`config.mk`:
```
export PLATFORM = sky130hd
export DESIGN_NAME = rx_word_fifo_flat
export DESIGN_NICKNAME = d
export VERILOG_FILES = /design/src/rtl/rx_word_fifo_pkg.sv /design/src/rtl/rx_word_fifo_if.sv /design/src/rtl/rx_word_fifo_ram.sv /design/src/rtl/rx_word_fifo.sv /design/src/flat_wrapper.sv
export SDC_FILE = /design/constraint.sdc
export NUM_CORES = 1
export LEC_CHECK = 0
export ABC_AREA = 1
export BUFFER_PORTS_ARGS = -buffer_cell sky130_fd_sc_hd__buf_2
export CORE_UTILIZATION = 40
export DETAILED_ROUTE_END_ITERATION = 8
export PLACE_DENSITY = 0.58
export SETUP_SLACK_MARGIN = 0.02
export SLEW_MARGIN = 30
export SYNTH_ARGS = -nofsm -noshare
export SYNTH_HDL_FRONTEND = slang
export SYNTH_HIERARCHICAL = 1
export SYNTH_SLANG_ARGS = --single-unit
```
`constraint.sdc`:
```
create_clock -name clk_i -period 3.7 [get_ports clk_i]
set_input_delay 0.37 -clock clk_i [delete_from_list [all_inputs] [get_ports clk_i]]
set_output_delay 0.37 -clock clk_i [all_outputs]
set_load 0.01 [all_outputs]
```
`src/rtl/rx_word_fifo_pkg.sv`:
```
// Shared definitions for the Econet receive word path (rx_top, rx_word_fifo, SPI host block).
package rx_word_fifo_pkg;

    // Width of one receive word as passed from rx_top to the SPI host interface.
    localparam int RX_WORD_W = 16;

    // Field layout of a receive word: status byte on top, data byte below.
    localparam int RX_STATUS_MSB = 15;
    localparam int RX_STATUS_LSB = 8;
    localparam int RX_DATA_MSB   = 7;
    localparam int RX_DATA_LSB   = 0;

    typedef struct packed {
        logic [RX_STATUS_MSB-RX_STATUS_LSB:0] status;
        logic [RX_DATA_MSB-RX_DATA_LSB:0]     data;
    } rx_word_t;

endpackage

```
`src/rtl/rx_word_fifo_if.sv`:
```
// Handshake bundle between rx_top (writer), rx_word_fifo and the SPI host (reader).
// master = the surrounding logic driving the FIFO, slave = the FIFO itself.
interface rx_word_fifo_if #(
    parameter int AW = 6
);
    import rx_word_fifo_pkg::*;

    logic [RX_WORD_W-1:0] rx_spi_data;
    logic                 rx_strobe;
    logic                 rx_accept;
    logic [RX_WORD_W-1:0] rd_data;
    logic                 rd_valid;
    logic                 rd_en;
    logic                 flush;
    logic                 clr_stall;
    logic [AW:0]          level;
    logic                 irq_level;
    logic                 stall_seen;

    modport master (
        output rx_spi_data, rx_strobe, rd_en, flush, clr_stall,
        input  rx_accept, rd_data, rd_valid, level, irq_level, stall_seen
    );

    modport slave (
        input  rx_spi_data, rx_strobe, rd_en, flush, clr_stall,
        output rx_accept, rd_data, rd_valid, level, irq_level, stall_seen
    );

endinterface

```
`src/rtl/rx_word_fifo_ram.sv`:
```
// Simple dual-port word memory with a synchronous read port, shaped so it maps onto block RAM.
// The registered read data doubles as the FIFO's output stage.
module fifo_ram_1r1w
    import rx_word_fifo_pkg::*;
#(
    parameter int DEPTH = 64,
    parameter int AW    = 6
) (
    input  logic                 clk_i,
    input  logic                 we_i,
    input  logic [AW-1:0]        waddr_i,
    input  logic [RX_WORD_W-1:0] wdata_i,
    input  logic                 re_i,
    input  logic [AW-1:0]        raddr_i,
    output logic [RX_WORD_W-1:0] rdata_o
);

    logic [RX_WORD_W-1:0] mem_q [DEPTH];
    logic [RX_WORD_W-1:0] rdata_q;

    // Write port and registered read port; no reset so the array stays a RAM.
    always_ff @(posedge clk_i) begin
        if (we_i) begin
            mem_q[waddr_i] <= wdata_i;
        end
        if (re_i) begin
            rdata_q <= mem_q[raddr_i];
        end
    end

    assign rdata_o = rdata_q;

endmodule

```
`src/rtl/rx_word_fifo.sv`:
```
// First-word-fall-through buffer for receive words between rx_top and the SPI host.
// level counts words in the RAM plus the one held in the output stage; full/empty come
// from level, so the AW-bit pointers are free to wrap.
module rx_word_fifo
    import rx_word_fifo_pkg::*;
#(
    parameter int DEPTH  = 64,
    parameter int AW     = 6,
    parameter int THRESH = 48
) (
    input  logic           clk_i,
    input  logic           rst_ni,
    rx_word_fifo_if.slave  bus
);

    localparam logic [AW:0]   FULL_LVL   = {1'b1, {AW{1'b0}}};
    localparam logic [AW:0]   THRESH_LVL = THRESH[AW:0];
    localparam logic [AW:0]   LVL_ONE    = {{AW{1'b0}}, 1'b1};
    localparam logic [AW-1:0] PTR_ONE    = {{(AW-1){1'b0}}, 1'b1};

    logic [AW-1:0]        wrPtr_q, wrPtr_d;
    logic [AW-1:0]        rdPtr_q, rdPtr_d;
    logic [AW:0]          level_q, level_d;
    logic                 rdValid_q, rdValid_d;
    logic                 accept_q;
    logic                 irq_q;
    logic                 stall_q;

    logic                 rxAccept;
    logic                 wrEn;
    logic                 popEn;
    logic                 memEmpty;
    logic                 loadOut;
    logic [RX_WORD_W-1:0] ramRdata;

    fifo_ram_1r1w #(
        .DEPTH (DEPTH),
        .AW    (AW)
    ) u_ram (
        .clk_i   (clk_i),
        .we_i    (wrEn),
        .waddr_i (wrPtr_q),
        .wdata_i (bus.rx_spi_data),
        .re_i    (loadOut),
        .raddr_i (rdPtr_q),
        .rdata_o (ramRdata)
    );

    // Next-state: flush wins over everything; otherwise the output stage refills from RAM
    // whenever it is empty or being popped and the RAM holds an older word.
    always_comb begin
        rxAccept  = accept_q && !bus.flush;
        wrEn      = bus.rx_strobe && rxAccept;
        popEn     = bus.rd_en && rdValid_q && !bus.flush;
        memEmpty  = (level_q == {{AW{1'b0}}, rdValid_q});
        loadOut   = (!rdValid_q || popEn) && !memEmpty && !bus.flush;
        wrPtr_d   = wrPtr_q;
        rdPtr_d   = rdPtr_q;
        level_d   = level_q;
        rdValid_d = rdValid_q;
        if (bus.flush) begin
            wrPtr_d   = '0;
            rdPtr_d   = '0;
            level_d   = '0;
            rdValid_d = 1'b0;
        end else begin
            if (wrEn) begin
                wrPtr_d = wrPtr_q + PTR_ONE;
            end
            if (loadOut) begin
                rdPtr_d   = rdPtr_q + PTR_ONE;
                rdValid_d = 1'b1;
            end else if (popEn) begin
                rdValid_d = 1'b0;
            end
            case ({wrEn, popEn})
                2'b10:   level_d = level_q + LVL_ONE;
                2'b01:   level_d = level_q - LVL_ONE;
                default: level_d = level_q;
            endcase
        end
    end

    // State and flag registers; accept and irq look at level_d so they move with level.
    always_ff @(posedge clk_i or negedge rst_ni) begin
        if (!rst_ni) begin
            wrPtr_q   <= '0;
            rdPtr_q   <= '0;
            level_q   <= '0;
            rdValid_q <= 1'b0;
            accept_q  <= 1'b0;
            irq_q     <= 1'b0;
            stall_q   <= 1'b0;
        end else begin
            wrPtr_q   <= wrPtr_d;
            rdPtr_q   <= rdPtr_d;
            level_q   <= level_d;
            rdValid_q <= rdValid_d;
            accept_q  <= (level_d < FULL_LVL);
            irq_q     <= (level_d >= THRESH_LVL);
            if (bus.rx_strobe && !rxAccept) begin
                stall_q <= 1'b1;
            end else if (bus.clr_stall) begin
                stall_q <= 1'b0;
            end
        end
    end

    assign bus.rx_accept  = rxAccept;
    assign bus.rd_data    = ramRdata;
    assign bus.rd_valid   = rdValid_q;
    assign bus.level      = level_q;
    assign bus.irq_level  = irq_q;
    assign bus.stall_seen = stall_q;

endmodule
```
`src/flat_wrapper.sv`:
```
// flat-port wrapper written by rule: the top's interface ports become plain ports
module rx_word_fifo_flat import rx_word_fifo_pkg::*;
#(
    parameter int DEPTH  = 64,
    parameter int AW     = 6,
    parameter int THRESH = 48
)
  (clk_i, rst_ni, bus_rx_spi_data, bus_rx_strobe, bus_rd_en, bus_flush, bus_clr_stall, bus_rx_accept, bus_rd_data, bus_rd_valid, bus_level, bus_irq_level, bus_stall_seen);
  rx_word_fifo_if #(.AW(AW)) bus_i ();
  input  logic clk_i;
  input  logic rst_ni;
  input wire logic [$bits(bus_i.rx_spi_data)-1:0] bus_rx_spi_data;
  input wire logic [$bits(bus_i.rx_strobe)-1:0] bus_rx_strobe;
  input wire logic [$bits(bus_i.rd_en)-1:0] bus_rd_en;
  input wire logic [$bits(bus_i.flush)-1:0] bus_flush;
  input wire logic [$bits(bus_i.clr_stall)-1:0] bus_clr_stall;
  output wire logic [$bits(bus_i.rx_accept)-1:0] bus_rx_accept;
  output wire logic [$bits(bus_i.rd_data)-1:0] bus_rd_data;
  output wire logic [$bits(bus_i.rd_valid)-1:0] bus_rd_valid;
  output wire logic [$bits(bus_i.level)-1:0] bus_level;
  output wire logic [$bits(bus_i.irq_level)-1:0] bus_irq_level;
  output wire logic [$bits(bus_i.stall_seen)-1:0] bus_stall_seen;
  assign bus_i.rx_spi_data = bus_rx_spi_data;
  assign bus_i.rx_strobe = bus_rx_strobe;
  assign bus_i.rd_en = bus_rd_en;
  assign bus_i.flush = bus_flush;
  assign bus_i.clr_stall = bus_clr_stall;
  assign bus_rx_accept = bus_i.rx_accept;
  assign bus_rd_data = bus_i.rd_data;
  assign bus_rd_valid = bus_i.rd_valid;
  assign bus_level = bus_i.level;
  assign bus_irq_level = bus_i.irq_level;
  assign bus_stall_seen = bus_i.stall_seen;
  rx_word_fifo #(.DEPTH(DEPTH), .AW(AW), .THRESH(THRESH)) u_core (.clk_i(clk_i), .rst_ni(rst_ni), .bus(bus_i));
endmodule
```
Word level (Yosys, flattened, before mapping). Memory sizes are Yosys's and may differ from the RTL's. A register that Yosys moved wholly into a read port is not among the register bits. Cells that the tools add are included.

Register bits after elaboration: 23. Bits in latches: 0. Memory bits (writable): 1024. ROM bits: 0. Input port bits: 22. Output and inout port bits: 27. Logic and storage cells: 46. Memories kept: 1.

Add/subtract/negate cells: 4. Multipliers: 0. Divide/modulo/power cells: 0. $lt $le $gt $ge: 2. Equal/unequal tests: 3. Shift operators: 0. Muxes and demuxes: 13. Bitwise operators: 0. Reductions and logical operators: 16.

Memory list: u_core.u_ram.mem_q (depth 64, width 16, read ports 1, clocked after memory_dff 1, write ports 1, RTL line rx_word_fifo_ram.sv:18) `logic [RX_WORD_W-1:0] mem_q [DEPTH];`.

Operators by type and width (count): two-way mux 6 bit (4); one-hot mux 7 bit (2 select lines) (1); adder 6 x 1 -> 6 bit, second input constant (2); adder 7 x 1 -> 7 bit, second input constant (1); == test 7 x 1 -> 1 bit (1); greater-or-equal comparator 7 x 6 -> 1 bit, second input constant (1); logical AND 1 bit (7); less-than comparator 7 bit, second input constant (1); two-way mux 1 bit (7); two-way mux 7 bit (1); subtractor 7 x 1 -> 7 bit, second input constant (1); nonzero test 2 bit (3); logical NOT 1 bit (4); nonzero test 3 bit (1); == test 2 x 1 -> 1 bit, second input constant (1); == test 2 bit, second input constant (1); logical OR 1 bit (1).

Longest topological paths before layout. Gate-level depths: netlist (run 1).

Depth in word-level cells: 7. Mapped depth: 20. Mapped depth without buffers: 19.

Modules after synthesis. The synthesis (run 1) kept the hierarchy.

By module, submodules not included: fifo_ram_1r1w (times used 1, cells an instance 3517, area each 42259.3 um^2, seq. area each 31230.0 um^2); rx_word_fifo (times used 1, cells an instance 193, area each 1507.7 um^2, seq. area each 575.6 um^2).

Worst setup path before layout (run 1). No wires, ideal clock.

Kind: input -> register. From: in bus_flush. To: mem u_core.u_ram.mem_q[48][0], enable pin. Library setup time: 431 ps. Arrival: 3011 ps. Data required time: 3269 ps. Path slack: 258 ps. Cell stages on the path: 6. Path buffers: 1. Cell sequence: nor2_1 -> nand2_2 -> inv_2 -> clkbuf_1 -> nand4_1 -> nor4_1.

Longest elaborated chain between the ends: 5.

RTL lines: start, declared (RTL line flat_wrapper.sv:15) `input wire logic [$bits(bus_i.flush)-1:0] bus_flush;`; logical NOT 1 bit (RTL line rx_word_fifo.sv:52) `rxAccept = accept_q && !bus.flush;`; logical AND 1 bit (RTL line rx_word_fifo.sv:52); logical AND 1 bit (RTL line rx_word_fifo.sv:53) `wrEn = bus.rx_strobe && rxAccept;`; named net u_core.wrEn (RTL line rx_word_fifo.sv:30) `logic wrEn;`; two-way mux 1 bit (RTL line rx_word_fifo_ram.sv:23) `if (we_i) begin`; two-way mux 1 bit (not written as such) (RTL line rx_word_fifo_ram.sv:24) `mem_q[waddr_i] <= wdata_i;`; end, declared (RTL line rx_word_fifo_ram.sv:18).

The timed path passes the listed nets, and every way through them passes these cells.

==> flow_summary.ini, run 1 <==
[placement]
hpwl_microns = 64900
io_buffers = 48
gp_congestion = 0.870

[run_status]
status = finished clean

[clock_tree]
htree_levels = 3
cts_buffers = 107
path_clk_slew_ns = 0.06
cts_setup_buffers = 0
cts-root-buf = clkbuf_16
numClockSinks = 1063
cts_tree = built
clk_latency_ns = 0.70
max-clock-path-buffers = 3

[grt]
grt_overflow = 0
grt_max_degree = 181
grt_pass1_wl_microns = 173000
antenna_found_initial = 8
track_usage = 0.209
grt_pass1_vias = 26300

[floorplan]
row_count = 120
initial_core_util = 0.406
coreArea_sq_um = 108000
die_area_sq_um = 111000
die_y_microns = 333
die_x_microns = 333
pin_count = 49

[setup_path]
reg2reg_slack_ns = 0.76
cp_cell_sequence = buf_12 -> nand2_1 -> nand3_1 -> nand3_1 -> nand2_1 -> nand2_1 -> nand3_1 -> nand3_1 -> nand2_1
slowest_delay_ns = 0.76
end_kind = flop
r2r-end = u_core/u_ram/rdata_o[6]$_DFFE_PP_
critPathMaxFanout = 180
crit_path_start_kind = flop
rr_startpoint = u_core/rdPtr_q[0]$_DFFE_PN0P_
required_ns = 4.24
worst_ep_arrival_time_ns = 3.48
crit_path_top_delay_cell = dfrtp_4
reg2regPathDepth = 9
worstSetupPathType = flop to flop

[synth]
synth_edf_count = 1040
syn_inst = 3710
synth_flop_cell = edfxtp_1
syn_nets = 3737
synth-seq-cells = 1063
syn_avg_cell_area_sq_um = 11.8
seq_area_frac_synth = 0.727
synthArstFlopShare = 0.0216
ys_types = 35
yosysWarnings = 6
syn_area_sq_um = 43800

[cells_and_area]
layout_commonest_cell = nand2_1
final_cell_mix = 1337 x nand2_1, 1040 x edfxtp_1, 893 x nand3_1, 111 x buf_4, 108 x clkbuf_16
layout.nets = 3792
areaGrowthSynthToFinish_pct = 11.8
drive_above_1_share = 0.0952
nFillCells = 9744

[sta]
setup_viol = 0
worst_pin_slew_ns = 1.10
rsz0062_at_grt = no
fin_setup_tns_ns = 0
fin_crit_sh = 0.796
drv_slew = 0
max_freq_mhz = 340
hold_violations = 0
skew_ns = 0.0365
fin_crit_ns = 2.94
relSlewSlack = 0.264

[drt]
routed_wl_microns = 118000
num_vias = 28200
drtAntennaViolNets = 0
drc = 0
via_per_inst = 5.37
wl_per_cell_microns = 22.4
dr.pass1.iters = 5
drt-initial-drc-count = 2958

[power_and_ir_drop]
ir_drop_v = 0.000383
power_density_nw_per_um2 = 610
p_leak_nw = 17.6
total_power_mw = 29.9

[hold_path]
hold_end = u_core/bus.rd_valid$_DFFE_PN0P_
holdPathStages = 4
hp-start = bus_rd_en
hold_path_class = input port to flop

[flow_run]
maxCapViolCount = 0
[critical path: cells and delay by family (launching register included)]
kind,cells,cell delay (ns)
simple gates,8,1.21
flops,1,0.76
buf+inv,1,0.54
[routing by layer]
| layer | GRT usage | up-vias | share of wire |
|---|---|---|---|
| li1 | - | 13100 | - |
| met1 | 0.305 | 13900 | 0.44 |
| met2 | 0.319 | 1026 | 0.46 |
| met3 | 0.0313 | 175 | 0.073 |
| met4 | 0.0695 | 0 | 0.028 |
| met5 | 0 | - | 0 |
[sequential cells by signal (all words and copies together), names as in the netlist]
signal / count
u_core/wrPtr_q: 6
u_core/accept_q: 1
u_core/rdPtr_q: 6
u_core/u_ram/mem_q: 1024
u_core/bus.irq_level: 1
u_core/bus.stall_seen: 1
u_core/bus.rd_valid: 1
u_core/bus.level: 7
u_core/u_ram/rdata_o: 16
[worst max path at each step]
stage	slack [ns]	cells past startpoint	end	start
floorplan	0.26	6	u_core/u_ram/mem_q[48][0]$_DFFE_PP_	bus_flush
global placement	0.88	10	u_core/u_ram/rdata_o[7]$_DFFE_PP_	u_core/rdPtr_q[0]$_DFFE_PN0P_
detailed placement	0.85	10	u_core/u_ram/rdata_o[6]$_DFFE_PP_	u_core/rdPtr_q[0]$_DFFE_PN0P_
CTS	0.84	10	u_core/u_ram/rdata_o[6]$_DFFE_PP_	u_core/rdPtr_q[0]$_DFFE_PN0P_
global route	0.66	9	u_core/u_ram/rdata_o[6]$_DFFE_PP_	u_core/rdPtr_q[0]$_DFFE_PN0P_
finish	0.76	9	u_core/u_ram/rdata_o[6]$_DFFE_PP_	u_core/rdPtr_q[0]$_DFFE_PN0P_
[cells in the mapped netlist, types with 2 or more instances]
cell	n	area, sq um
o21ai_1	3	15.0
nor2_1	62	233
xor2_1	5	43.8
ha_1	5	62.6
dfrtp_1	23	576
nand4_1	9	56.3
nor4_1	8	50.1
clkbuf_1	27	101
nand2_1	1337	5020
inv_2	6	22.5
nand3_2	5	50.1
buf_4	19	143
o21ai_0	12	60.1
nor2_2	2	12.5
a21oi_1	10	50.1
edfxtp_1	1040	31200
buf_2	115	576
inv_8	2	22.5
buf_1	17	63.8
nand2_2	11	68.8
nor3_1	2	10.0
nand2_4	4	45.0
buf_6	50	563
inv_1	33	124
nand3_1	893	4470
[area by class of cell]
type	instances	area (sq um)	area share
clock buffers	127	2770	0.0567
repair buffers	175	1450	0.0296
well taps	1403	1760	0.0359
inverters	41	188	0.00383
flip-flops and latches	1063	31800	0.650
multi-input cells	2377	10400	0.212
clock inverters	71	559	0.0114
diodes	1	2.50	0.0000511
[kinds of logic after synthesis]
family                     after synthesis  synth area share
AOI/OAI and AO/OA                       28           0.00343
xor gates and xnor gates                 6           0.00120
adders and majority gates                5           0.00143
buffers and inverters                  270            0.0372
DFF                                   1063             0.727
and+or+nand+nor                       2338             0.230
[metrics by stage]
stage | hold WS [ns] | area (sq um) | setup slack, ns | instances | util
3_3_place_gp | 0.429 | 45500 | 0.877 | 5055 | 0.422
6_report | 0.0584 | 48900 | 0.757 | 5258 | 0.454
2_1_floorplan | 0.0744 | 43800 | 0.258 | 3710 | -
3_5_place_dp | 0.434 | 45500 | 0.852 | 5055 | 0.422
5_1_grt | 0.0846 | 48900 | 0.665 | 5257 | 0.454
4_1_cts | 0.0352 | 48900 | 0.837 | 5256 | 0.454
[report_power, final]
group / switching (mW) / total [mW] / internal [mW]
Combinational: 4.34 / 5.96 / 1.63
Sequential: 0.189 / 13.5 / 13.4
Clock: 4.57 / 10.3 / 5.77
Total: 9.10 / 29.9 / 20.8
[repair_timing]
| item | in CTS | in global routing |
|---|---|---|
| resized for setup | 0 | 0 |
| hold buffers | 3 | 0 |
| endpoints found under the hold margin | 24 | 0 |
Power figures use the tool's default switching activity.
==> inputs of run 2 (changes only) <==
- PLACE_DENSITY: 0.58 -> 0.6
- clock period: 3.7 -> 2.66 ns (I/O delays scaled with it)
==> flow_summary.ini, run 2 (synthesis results as in run 1) <==
[drt]
dr.pass1.iters = 6
num_vias = 28600
routed_wl_microns = 117000
drc = 0
drt-initial-drc-count = 2899
wl_per_cell_microns = 22.1
via_per_inst = 5.38
drtAntennaViolNets = 0

[sta]
skew_ns = 0.0309
holdWs_ns = 0.0423
drv_slew = 0
setup_ws_ns = 0.270
fin_crit_ns = 2.39
fin_crit_sh = 0.899
hold_violations = 0
setup_viol = 0
rsz0062_at_grt = no
worst_pin_slew_ns = 0.868
max_freq_mhz = 418
relSlewSlack = 0.422

[setup_path]
worstSetupPathType = flop to flop
required_ns = 3.21
critPathMaxFanout = 86
crit_path_start_kind = flop
end_kind = flop
worst_ep_arrival_time_ns = 2.94

[placement]
io_buffers = 48
dpl_worst_slack_ns = 0.322
hpwl_microns = 66800
dp.cells = 5113
gp_congestion = 0.829

[hold_path]
hold_path_class = input port to flop

[run_status]
status = finished clean

[power_and_ir_drop]
ir_drop_v = 0.000577
p_leak_nw = 18.1
power_density_nw_per_um2 = 843

[floorplan]
die_area_sq_um = 111000
row_count = 120
coreArea_sq_um = 108000
die_y_microns = 333
pin_count = 49
die_x_microns = 333
initial_core_util = 0.406

[grt]
grt_max_degree = 125
track_usage = 0.210
grt_pass1_wl_microns = 175000
antenna_found_initial = 4
grt_overflow = 0
grt_pass1_vias = 26900

[cells_and_area]
layout_commonest_cell = nand2_1
nFillCells = 9586
multiInputGateArea_sq_um = 10500
final_cell_mix = 1337 x nand2_1, 1040 x edfxtp_1, 893 x nand3_1, 130 x buf_4, 106 x clkbuf_16
areaGrowthSynthToFinish_pct = 14.0
layout.nets = 3849
largest_reg_flops = 1024
drive_above_1_share = 0.109
instances_no_fill = 5316
seq_area_sq_um = 31800
largest-register = u_core/u_ram/mem_q

[clock_tree]
cts-root-buf = clkbuf_16
max-clock-path-buffers = 3
clk_latency_ns = 0.69
path_clk_slew_ns = 0.06
cts_resized = 0
numClockSinks = 1063
cts_buffers = 106
htree_levels = 3
cts_tree = built

[flow_run]
maxCapViolCount = 0
==> run 2: cell types whose count changed in the layout (fill, tap and decap cells not counted), sizes merged, moves of 2 or more <==
| cell | before | now |
|---|---|---|
| clkbuf | 127 | 138 |
| buf | 172 | 229 |
| inv | 44 | 46 |
| clkinvlp | 3 | 1 |
| clkinv | 59 | 44 |
| bufinv | 6 | 9 |
==> run 2: metal layers <==
metal / track usage / vias to the layer above / part of all wire
li1: - / 13300 / -
met1: 0.306 / 14200 / 0.44
met2: 0.328 / 1027 / 0.47
met3: 0.0303 / 140 / 0.074
met4: 0.0538 / 0 / 0.020
met5: 0 / - / 0
==> run 2: final cells by class <==
class                   count  area share
well taps                1403      0.0352
clock buffers             138      0.0560
multi-input cells        2377       0.210
repair buffers            233      0.0456
flip-flops and latches   1063       0.638
clock inverters            59      0.0118
inverters                  41     0.00376
diodes                      2    0.000100
==> run 2: stage by stage <==
stage | area, sq um | setup TNS, ns | util | power, mW
global route | 49900 | 0 | 0.463 | 43.8
CTS | 49900 | 0 | 0.463 | 42.3
global placement | 46500 | 0 | 0.431 | 27.7
floorplan | 43800 | -30.11 | - | 24.8
detailed placement | 46500 | 0 | 0.431 | 27.8
finish | 49900 | 0 | 0.463 | 42.0
==> run 2: timing repair <==
action                                 in CTS  in global routing
setup buffers                               0                  0
endpoints found under the hold margin      25                  0
hold buffers                                4                  0
==> run 2: worst max-delay path, cell delays in order, from the launching register on <==
cell and delay (ns):
dfrtp_4 0.60, inv_16 0.34, buf_4 0.26, nand2_1 0.06, nand3_1 0.06, nand3_1 0.14
nand2_1 0.15, nand2_1 0.06, nand3_1 0.18, nand3_1 0.20, nand2_1 0.14
==> run 2: where the power goes <==
part / switching [mW] / internal (mW)
Combinational: 5.93 / 2.69
Clock: 6.34 / 8.30
Sequential: 0.218 / 18.6
==> run 2: path summary, 6_finish.rpt <==
check / from / to / slack, ns / cells past startpoint
worst min register to register: u_core/bus.rd_valid$_DFFE_PN0P_ / u_core/bus.rd_valid$_DFFE_PN0P_ / 0.60 / 2
worst max register to register: u_core/rdPtr_q[0]$_DFFE_PN0P_ / u_core/u_ram/rdata_o[8]$_DFFE_PP_ / 0.27 / 10
worst max-delay path: u_core/rdPtr_q[0]$_DFFE_PN0P_ / u_core/u_ram/rdata_o[8]$_DFFE_PP_ / 0.27 / 10
min in group asynchronous: rst_ni / u_core/bus.level[3]$_DFF_PN0_ / 0.15 / 2
worst min-delay path: bus_flush / u_core/bus.rd_valid$_DFFE_PN0P_ / 0.04 / 3
max in group asynchronous: rst_ni / u_core/rdPtr_q[1]$_DFFE_PN0P_ / 2.00 / 2
